**src/rtl/norm_check_defines_pkg.sv**
```systemverilog
// Shared definitions for the ML-DSA streaming infinity-norm checker:
// bound-select modes, controller states and the algorithm constants.
package norm_check_defines_pkg;

    localparam int unsigned MLDSA_Q      = 8380417;
    localparam int unsigned GAMMA1       = 2**19;
    localparam int unsigned MLDSA_GAMMA2 = (MLDSA_Q - 1) / 32;
    localparam int unsigned BETA         = 120;

    localparam int unsigned Z_BOUND   = GAMMA1 - BETA;
    localparam int unsigned R0_BOUND  = MLDSA_GAMMA2 - BETA;
    localparam int unsigned CT0_BOUND = MLDSA_GAMMA2;

    typedef enum logic [1:0] {
        CHK_Z_BOUND   = 2'd0,
        CHK_R0_BOUND  = 2'd1,
        CHK_CT0_BOUND = 2'd2,
        CHK_NONE      = 2'd3
    } chk_norm_mode_t;

    typedef enum logic [1:0] {
        IDLE  = 2'd0,
        RUN   = 2'd1,
        DRAIN = 2'd2,
        DONE  = 2'd3
    } norm_chk_st_e;

    // Lower bound for a mode; an unknown mode yields 0 so every coefficient
    // up to Q is flagged.
    function automatic int unsigned bound_of(chk_norm_mode_t mode);
        case (mode)
            CHK_Z_BOUND:   return Z_BOUND;
            CHK_R0_BOUND:  return R0_BOUND;
            CHK_CT0_BOUND: return CT0_BOUND;
            default:       return 0;
        endcase
    endfunction

endpackage

```
**src/rtl/norm_check_stream_if.sv**
```systemverilog
// Coefficient beat stream (valid/ready) from the memory read path.
// The source drives valid and data, the checker drives ready.
interface norm_check_stream_if #(
    parameter int WIDTH = 92
);
    logic             data_valid;
    logic             data_ready;
    logic [WIDTH-1:0] data;

    modport master (output data_valid, output data, input data_ready);
    modport slave  (input data_valid, input data, output data_ready);
endinterface

```
**src/rtl/norm_check_lane.sv**
```systemverilog
// Single-coefficient infinity-norm test: a coefficient is out of range when
// it lies in [bound, q_minus_bound], i.e. its centred magnitude reaches bound.
module norm_check_lane #(
    parameter int W = 23
) (
    input  logic [W-1:0] coeff,
    input  logic [W-1:0] bound,
    input  logic [W-1:0] q_minus_bound,
    output logic         bad
);

    assign bad = (coeff >= bound) && (coeff <= q_minus_bound);

endmodule

```
**src/rtl/norm_check_stream.sv**
```systemverilog
// Streaming multi-lane ML-DSA infinity-norm checker.
// Accepts num_poly polynomials as NUM_LANES-coefficient beats, checks each
// coefficient in a two-stage registered pipeline and reports a sticky
// invalid verdict with a done pulse three cycles after the last beat.
// Optional feature macro: NORM_CHECK_EARLY_ABORT_EN stops accepting beats
// as soon as the first out-of-range coefficient reaches the accumulator and
// exports the consumed beat count on beats_used_o.
module norm_check_stream
    import norm_check_defines_pkg::*;
#(
    parameter int REG_SIZE   = 24,
    parameter int NUM_LANES  = 4,
    parameter int NUM_COEFFS = 256,
    parameter int MAX_POLY   = 15
) (
    input  logic                                clk,
    input  logic                                reset_n,
    input  logic                                zeroize,
    input  logic                                start_i,
    input  chk_norm_mode_t                      mode_i,
    input  logic [$clog2(MAX_POLY+1)-1:0]       num_poly_i,
    norm_check_stream_if.slave                  bus,
    output logic                                busy_o,
    output logic                                done_o,
    output logic                                invalid_o
`ifdef NORM_CHECK_EARLY_ABORT_EN
    ,
    output logic [$clog2(MAX_POLY*NUM_COEFFS/NUM_LANES+1)-1:0] beats_used_o
`endif
);

    localparam int COEFF_W        = REG_SIZE - 1;
    localparam int NP_W           = $clog2(MAX_POLY + 1);
    localparam int BEATS_PER_POLY = NUM_COEFFS / NUM_LANES;
    localparam int MAX_BEATS      = MAX_POLY * BEATS_PER_POLY;
    localparam int CNT_W          = $clog2(MAX_BEATS + 1);

    norm_chk_st_e           state_q, state_d;
    chk_norm_mode_t         mode_q;
    logic [NP_W-1:0]        num_poly_q;
    logic [CNT_W-1:0]       beat_cnt;
    logic [CNT_W-1:0]       total_beats;
    logic                   drain_cnt;
    logic                   accept;
    logic                   last_beat;
    logic                   start_ok;
    logic                   acc_set;
    logic                   acc;
    logic                   invalid_q;
    logic [NUM_LANES-1:0]   lane_bad;
    logic [NUM_LANES-1:0]   s1_bad;
    logic                   s1_valid;
    logic [COEFF_W-1:0]     bound;
    logic [COEFF_W-1:0]     q_minus_bound;

    assign bound         = COEFF_W'(bound_of(mode_q));
    assign q_minus_bound = COEFF_W'(MLDSA_Q) - bound;

    assign total_beats   = CNT_W'(num_poly_q) * CNT_W'(BEATS_PER_POLY);
    assign last_beat     = (beat_cnt == total_beats - CNT_W'(1));
    assign bus.data_ready = (state_q == RUN);
    assign accept        = bus.data_valid && (state_q == RUN);
    assign start_ok      = start_i && (state_q == IDLE);
    assign acc_set       = s1_valid && (|s1_bad);

    for (genvar l = 0; l < NUM_LANES; l++) begin : g_lane
        norm_check_lane #(.W(COEFF_W)) u_lane (
            .coeff         (bus.data[l*COEFF_W +: COEFF_W]),
            .bound         (bound),
            .q_minus_bound (q_minus_bound),
            .bad           (lane_bad[l])
        );
    end

    // Next-state decode for the IDLE/RUN/DRAIN/DONE controller.
    always_comb begin
        // NOTE: every variable gets its default first so no path through the
        // case leaves it unassigned and infers a latch.
        state_d = state_q;
        case (state_q)
            IDLE: begin
                if (start_i) begin
                    state_d = (num_poly_i == '0) ? DONE : RUN;
                end
            end
            RUN: begin
                if (accept && last_beat) begin
                    state_d = DRAIN;
                end
`ifdef NORM_CHECK_EARLY_ABORT_EN
                else if (acc_set) begin
                    state_d = DRAIN;
                end
`endif
            end
            DRAIN: begin
                if (drain_cnt) begin
                    state_d = DONE;
                end
            end
            default: state_d = IDLE;
        endcase
    end

    // Controller registers: state, latched job parameters, beat and drain counters.
    always_ff @(posedge clk) begin
        // NOTE: sequential state uses non-blocking assignments so every
        // register samples pre-edge values regardless of statement order.
        if (!reset_n || zeroize) begin
            state_q    <= IDLE;
            mode_q     <= CHK_Z_BOUND;
            num_poly_q <= '0;
            beat_cnt   <= '0;
            drain_cnt  <= 1'b0;
        end else begin
            state_q   <= state_d;
            drain_cnt <= (state_q == DRAIN) ? ~drain_cnt : 1'b0;
            if (start_ok) begin
                mode_q     <= mode_i;
                num_poly_q <= num_poly_i;
                beat_cnt   <= '0;
            end else if (accept && (beat_cnt != CNT_W'(MAX_BEATS))) begin
                beat_cnt <= beat_cnt + CNT_W'(1);
            end
        end
    end

    // Check pipeline: stage 1 registers lane verdicts, stage 2 ORs them into
    // the sticky accumulator; the verdict is published on entry to DONE.
    always_ff @(posedge clk) begin
        // NOTE: the stage-1 datapath is cleared on reset too, so a zeroize
        // leaves nothing derived from secret coefficients behind.
        if (!reset_n || zeroize) begin
            s1_valid  <= 1'b0;
            s1_bad    <= '0;
            acc       <= 1'b0;
            invalid_q <= 1'b0;
        end else begin
            s1_valid <= accept;
            s1_bad   <= lane_bad;
            if (start_ok) begin
                acc       <= 1'b0;
                invalid_q <= 1'b0;
            end else begin
                if (acc_set) begin
                    acc <= 1'b1;
                end
                if ((state_q == DRAIN) && (state_d == DONE)) begin
                    invalid_q <= acc;
                end
            end
        end
    end

    assign busy_o    = (state_q != IDLE);
    assign done_o    = (state_q == DONE);
    assign invalid_o = invalid_q;
`ifdef NORM_CHECK_EARLY_ABORT_EN
    assign beats_used_o = beat_cnt;
`endif

endmodule

```
**src/flat_wrapper.sv**
```systemverilog
// flat-port wrapper written by rule: the top's interface ports become plain ports
module norm_check_stream_flat import norm_check_defines_pkg::*;
#(
    parameter int REG_SIZE   = 24,
    parameter int NUM_LANES  = 4,
    parameter int NUM_COEFFS = 256,
    parameter int MAX_POLY   = 15
)
  (clk, reset_n, zeroize, start_i, mode_i, num_poly_i, busy_o, done_o, invalid_o, bus_data_valid, bus_data, bus_data_ready);
  norm_check_stream_if #(.WIDTH((NUM_LANES * (23)))) bus_i ();
  input  logic clk;
  input  logic reset_n;
  input  logic zeroize;
  input  logic start_i;
  input  chk_norm_mode_t mode_i;
  input  logic [$clog2(MAX_POLY+1)-1:0] num_poly_i;
  output logic busy_o;
  output logic done_o;
  output logic invalid_o;
  input wire logic [$bits(bus_i.data_valid)-1:0] bus_data_valid;
  input wire logic [$bits(bus_i.data)-1:0] bus_data;
  output wire logic [$bits(bus_i.data_ready)-1:0] bus_data_ready;
  assign bus_i.data_valid = bus_data_valid;
  assign bus_i.data = bus_data;
  assign bus_data_ready = bus_i.data_ready;
  norm_check_stream #(.REG_SIZE(REG_SIZE), .NUM_LANES(NUM_LANES), .NUM_COEFFS(NUM_COEFFS), .MAX_POLY(MAX_POLY)) u_core (.clk(clk), .reset_n(reset_n), .zeroize(zeroize), .start_i(start_i), .mode_i(mode_i), .num_poly_i(num_poly_i), .bus(bus_i), .busy_o(busy_o), .done_o(done_o), .invalid_o(invalid_o));
endmodule
```
**config.mk**
```make
export PLATFORM = sky130hd
export DESIGN_NAME = norm_check_stream_flat
export DESIGN_NICKNAME = d
export VERILOG_FILES = /design/src/rtl/norm_check_defines_pkg.sv /design/src/rtl/norm_check_stream_if.sv /design/src/rtl/norm_check_lane.sv /design/src/rtl/norm_check_stream.sv /design/src/flat_wrapper.sv
export SDC_FILE = /design/constraint.sdc
export NUM_CORES = 1
export LEC_CHECK = 0
export CAP_MARGIN = 20
export CORE_UTILIZATION = 48
export DETAILED_ROUTE_END_ITERATION = 8
export PLACE_DENSITY = 0.91
export SETUP_SLACK_MARGIN = 0.2
export SYNTH_ARGS = -nofsm -noshare
export SYNTH_HDL_FRONTEND = slang
export SYNTH_SLANG_ARGS = --single-unit
export TNS_END_PERCENT = 20
```
**constraint.sdc**
```tcl
create_clock -name clk -period 4.35 [get_ports clk]
set_input_delay 0.6525 -clock clk [delete_from_list [all_inputs] [get_ports clk]]
set_output_delay 0.6525 -clock clk [all_outputs]
set_load 0.01 [all_outputs]
```
==> run_results.csv <==
group,metric,value,unit
run_status,status,"finished, final reports clean",
cts,clk_pin_slew,0.10,ns
placement,gp_congestion,0.916,
route,drtIter0Drc,184,
finish,nets,711,
global_routing,grt_start_max_net_pins,38,
placement,port_buffers,106,
timing,hold_violations,0,
die,dieArea,0.00736,mm2
yosys,yosys_warnings,0,
timing,finalMaxSlewViolations,0,
finish,num_antenna_cells,0,
timing,slew_headroom,49.0,%
yosys,seq_area_frac_synth,15.4,%
yosys,async_flop_share,0,%
cts,clk_latency,0.29,ns
cts,holdBufCountCts,0,
route,wl_met3,516,um
critical_path,cp.required,4.57,ns
route,met2_length,4660,um
route,drc_errors,0,
finish,final_cell_mix,"clkdlybuf4s50_1, ha_1, nor2_1, a21oi_1, dfxtp_1",
yosys,netlist-cell-type-count,57,
die,die_w,85.8,um
yosys,syn_inst,409,
timing,fin_hold_ws,0.464,ns
finish,fillers,559,
global_routing,grt_usage,27.1,%
timing,worst-slew-pin-transition,0.762,ns
timing,period_minus_slack,3.27,ns
global_routing,antenna_found_initial,0,
finish,multiInputGateArea,0.00278,mm2
cts,cts.sinks,26,
timing,tns,0,ns
yosys,synth_top_cell_area_share,32.7,%
hold_path,hold_path_class,"reg -> reg",
die,core,0.00679,mm2
cts,numCtsBuffers,3,
flow_run,maxCapViolations,0,
timing,period_share,75.2,%
critical_path,criticalPathCategory,"reg -> reg",
global_routing,grt_pass1_vias,3615,
timing,fmax,306,MHz
route,vias,3602,
cts,clockBufferDepth,2,
cts,htreeDepth,1,
placement,dpl_cell_area,0.00456,mm2
finish,stdcell_area,0.00461,mm2
yosys,ys_ff_latch,26,
finish,seq_area,520,um2
timing,setup-violations-final,0,
yosys,yosysTopAreaCell,"ha_1",
placement,dp.cells,611,
cts,cts_root_buf,"clkbuf_8",
yosys,syn_area_per_cell,8.24,um2
critical_path,startpoint_type,"flop",
cts,cts_setup_buffers,0,
global_routing,overflow,0,
route,top_layer,"met4",
yosys,synth_edf_count,0,
finish,stdcell_count,615,
route,vias_per_cell,5.86,
finish,area_delta_synth_final,36.9,%
yosys,syn_area,0.00337,mm2
critical_path,path_max_fanout,21,
timing,fin_worst_skew,0.00540,ns
placement,hpwl,8040,um
yosys,synthTopCellsByArea,"ha_1, dfxtp_1, nor2_1, a21oi_1, xnor2_1",
route,wl_per_cell,15.7,um
power_and_ir_drop,power_leakage,1.94,nW
route,drtAntennaViolNets,0,
route,wl,9640,um
power_and_ir_drop,vdd_ir_drop_max,111,uV
route,drtPass1Iterations,4,
die,die_h,85.8,um
global_routing,grt_pass1_wl,16100,um
yosys,synth_top_flop_cell,"dfxtp_1",
die,pin_count,107,
finish,drive_gt1_share,3.66,%
die,rows,30,
power_and_ir_drop,power_density,149,mW/mm2
critical_path,worst_setup_path_end_kind,"flop",
route,wl_met1,4210,um
power_and_ir_drop,totalPowerFinal,0.000687,W
die,start_util,49.6,%
yosys,synth_nets,600,
timing,rsz0062_at_grt,"no",
cts,cts_tree,"yes",
finish,final_common_cell,"clkdlybuf4s50_1",
cts,cts_resized,0,
critical_path,worstRegToRegCells,12,
critical_path,cp.arrival,3.49,ns
hold_path,whs_path_depth,2,
## worst paths after layout
kind / to / from / slack, ns
min: u_core.acc / u_core.s1_valid / 0.46
min reg2reg: u_core.acc / u_core.s1_valid / 0.46
max: u_core.s1_bad[2] / u_core.mode_q[0] / 1.08
max reg2reg: u_core.s1_bad[2] / u_core.mode_q[0] / 1.08
## stage by stage
step,utilization (%),setup WS [ns]
2_1_floorplan,-,0.994
3_3_place_gp,67.1,1.27
3_5_place_dp,67.1,1.09
4_1_cts,67.9,1.09
5_1_grt,67.9,0.834
6_report,67.9,1.08
## layer usage
layer	GRT usage [%]	vias to the layer above
li1	-	1768
met1	33.6	1684
met2	48.2	127
met3	2.21	23
met4	11.2	0
met5	0	-
## area by class of cell
type,count,share of cell area [%]
timing repair buffer,108,23.3
inverter,17,1.38
tap,96,2.60
sequential,26,11.3
multi-input combinational,364,60.2
clock buffer,4,1.19
## critical path, stage by stage (launching register included)
cell      delay [ns]
dfxtp_1         0.49
inv_1           0.13
ha_1            0.32
nor2_1          0.11
or2_2           0.39
inv_1           0.20
ha_1            0.33
or3b_1          0.38
nor4b_2         0.23
a21oi_1         0.11
a211oi_2        0.19
o311ai_1        0.11
a32oi_1         0.19
## logic make-up after synthesis
group	after synthesis	share of synthesized area (%)
multiplexers	4	1.19
buffers and inverters	19	2.15
adder cells (fa/ha/maj)	88	32.7
AND/OR/NAND/NOR	168	26.8
flip-flops	26	15.4
XOR/XNOR	19	4.94
AO/OA/AOI/OAI	85	16.7
## synth_stat cells (11+ instances only)
library cell / instances
o21ai_0: 17
ha_1: 88
nand3_1: 12
inv_1: 17
nor3_1: 16
nand2_1: 21
a21oi_1: 29
dfxtp_1: 26
xnor2_1: 14
nand4_1: 18
nor2_1: 53
nor4_1: 11
## state kept, by name, indices dropped and copies added (netlist names)
name and count:
u_core.num_poly_q 4, u_core.s1_valid 1, u_core.beat_cnt 10, u_core.state_q 2, u_core.s1_bad 4, u_core.acc 1
u_core.invalid_o 1, u_core.mode_q 2, u_core.drain_cnt 1
## power by group
group | total, W | switching, W | leakage (nW) | internal, W
clock network | 0.000167 | 0.0000852 | 0.0288 | 0.0000814
logic | 0.000272 | 0.000122 | 1.70 | 0.000151
registers | 0.000248 | 0.00000502 | 0.211 | 0.000243
total | 0.000687 | 0.000212 | 1.94 | 0.000475
Note: power is estimated with default switching activity, not from simulation.
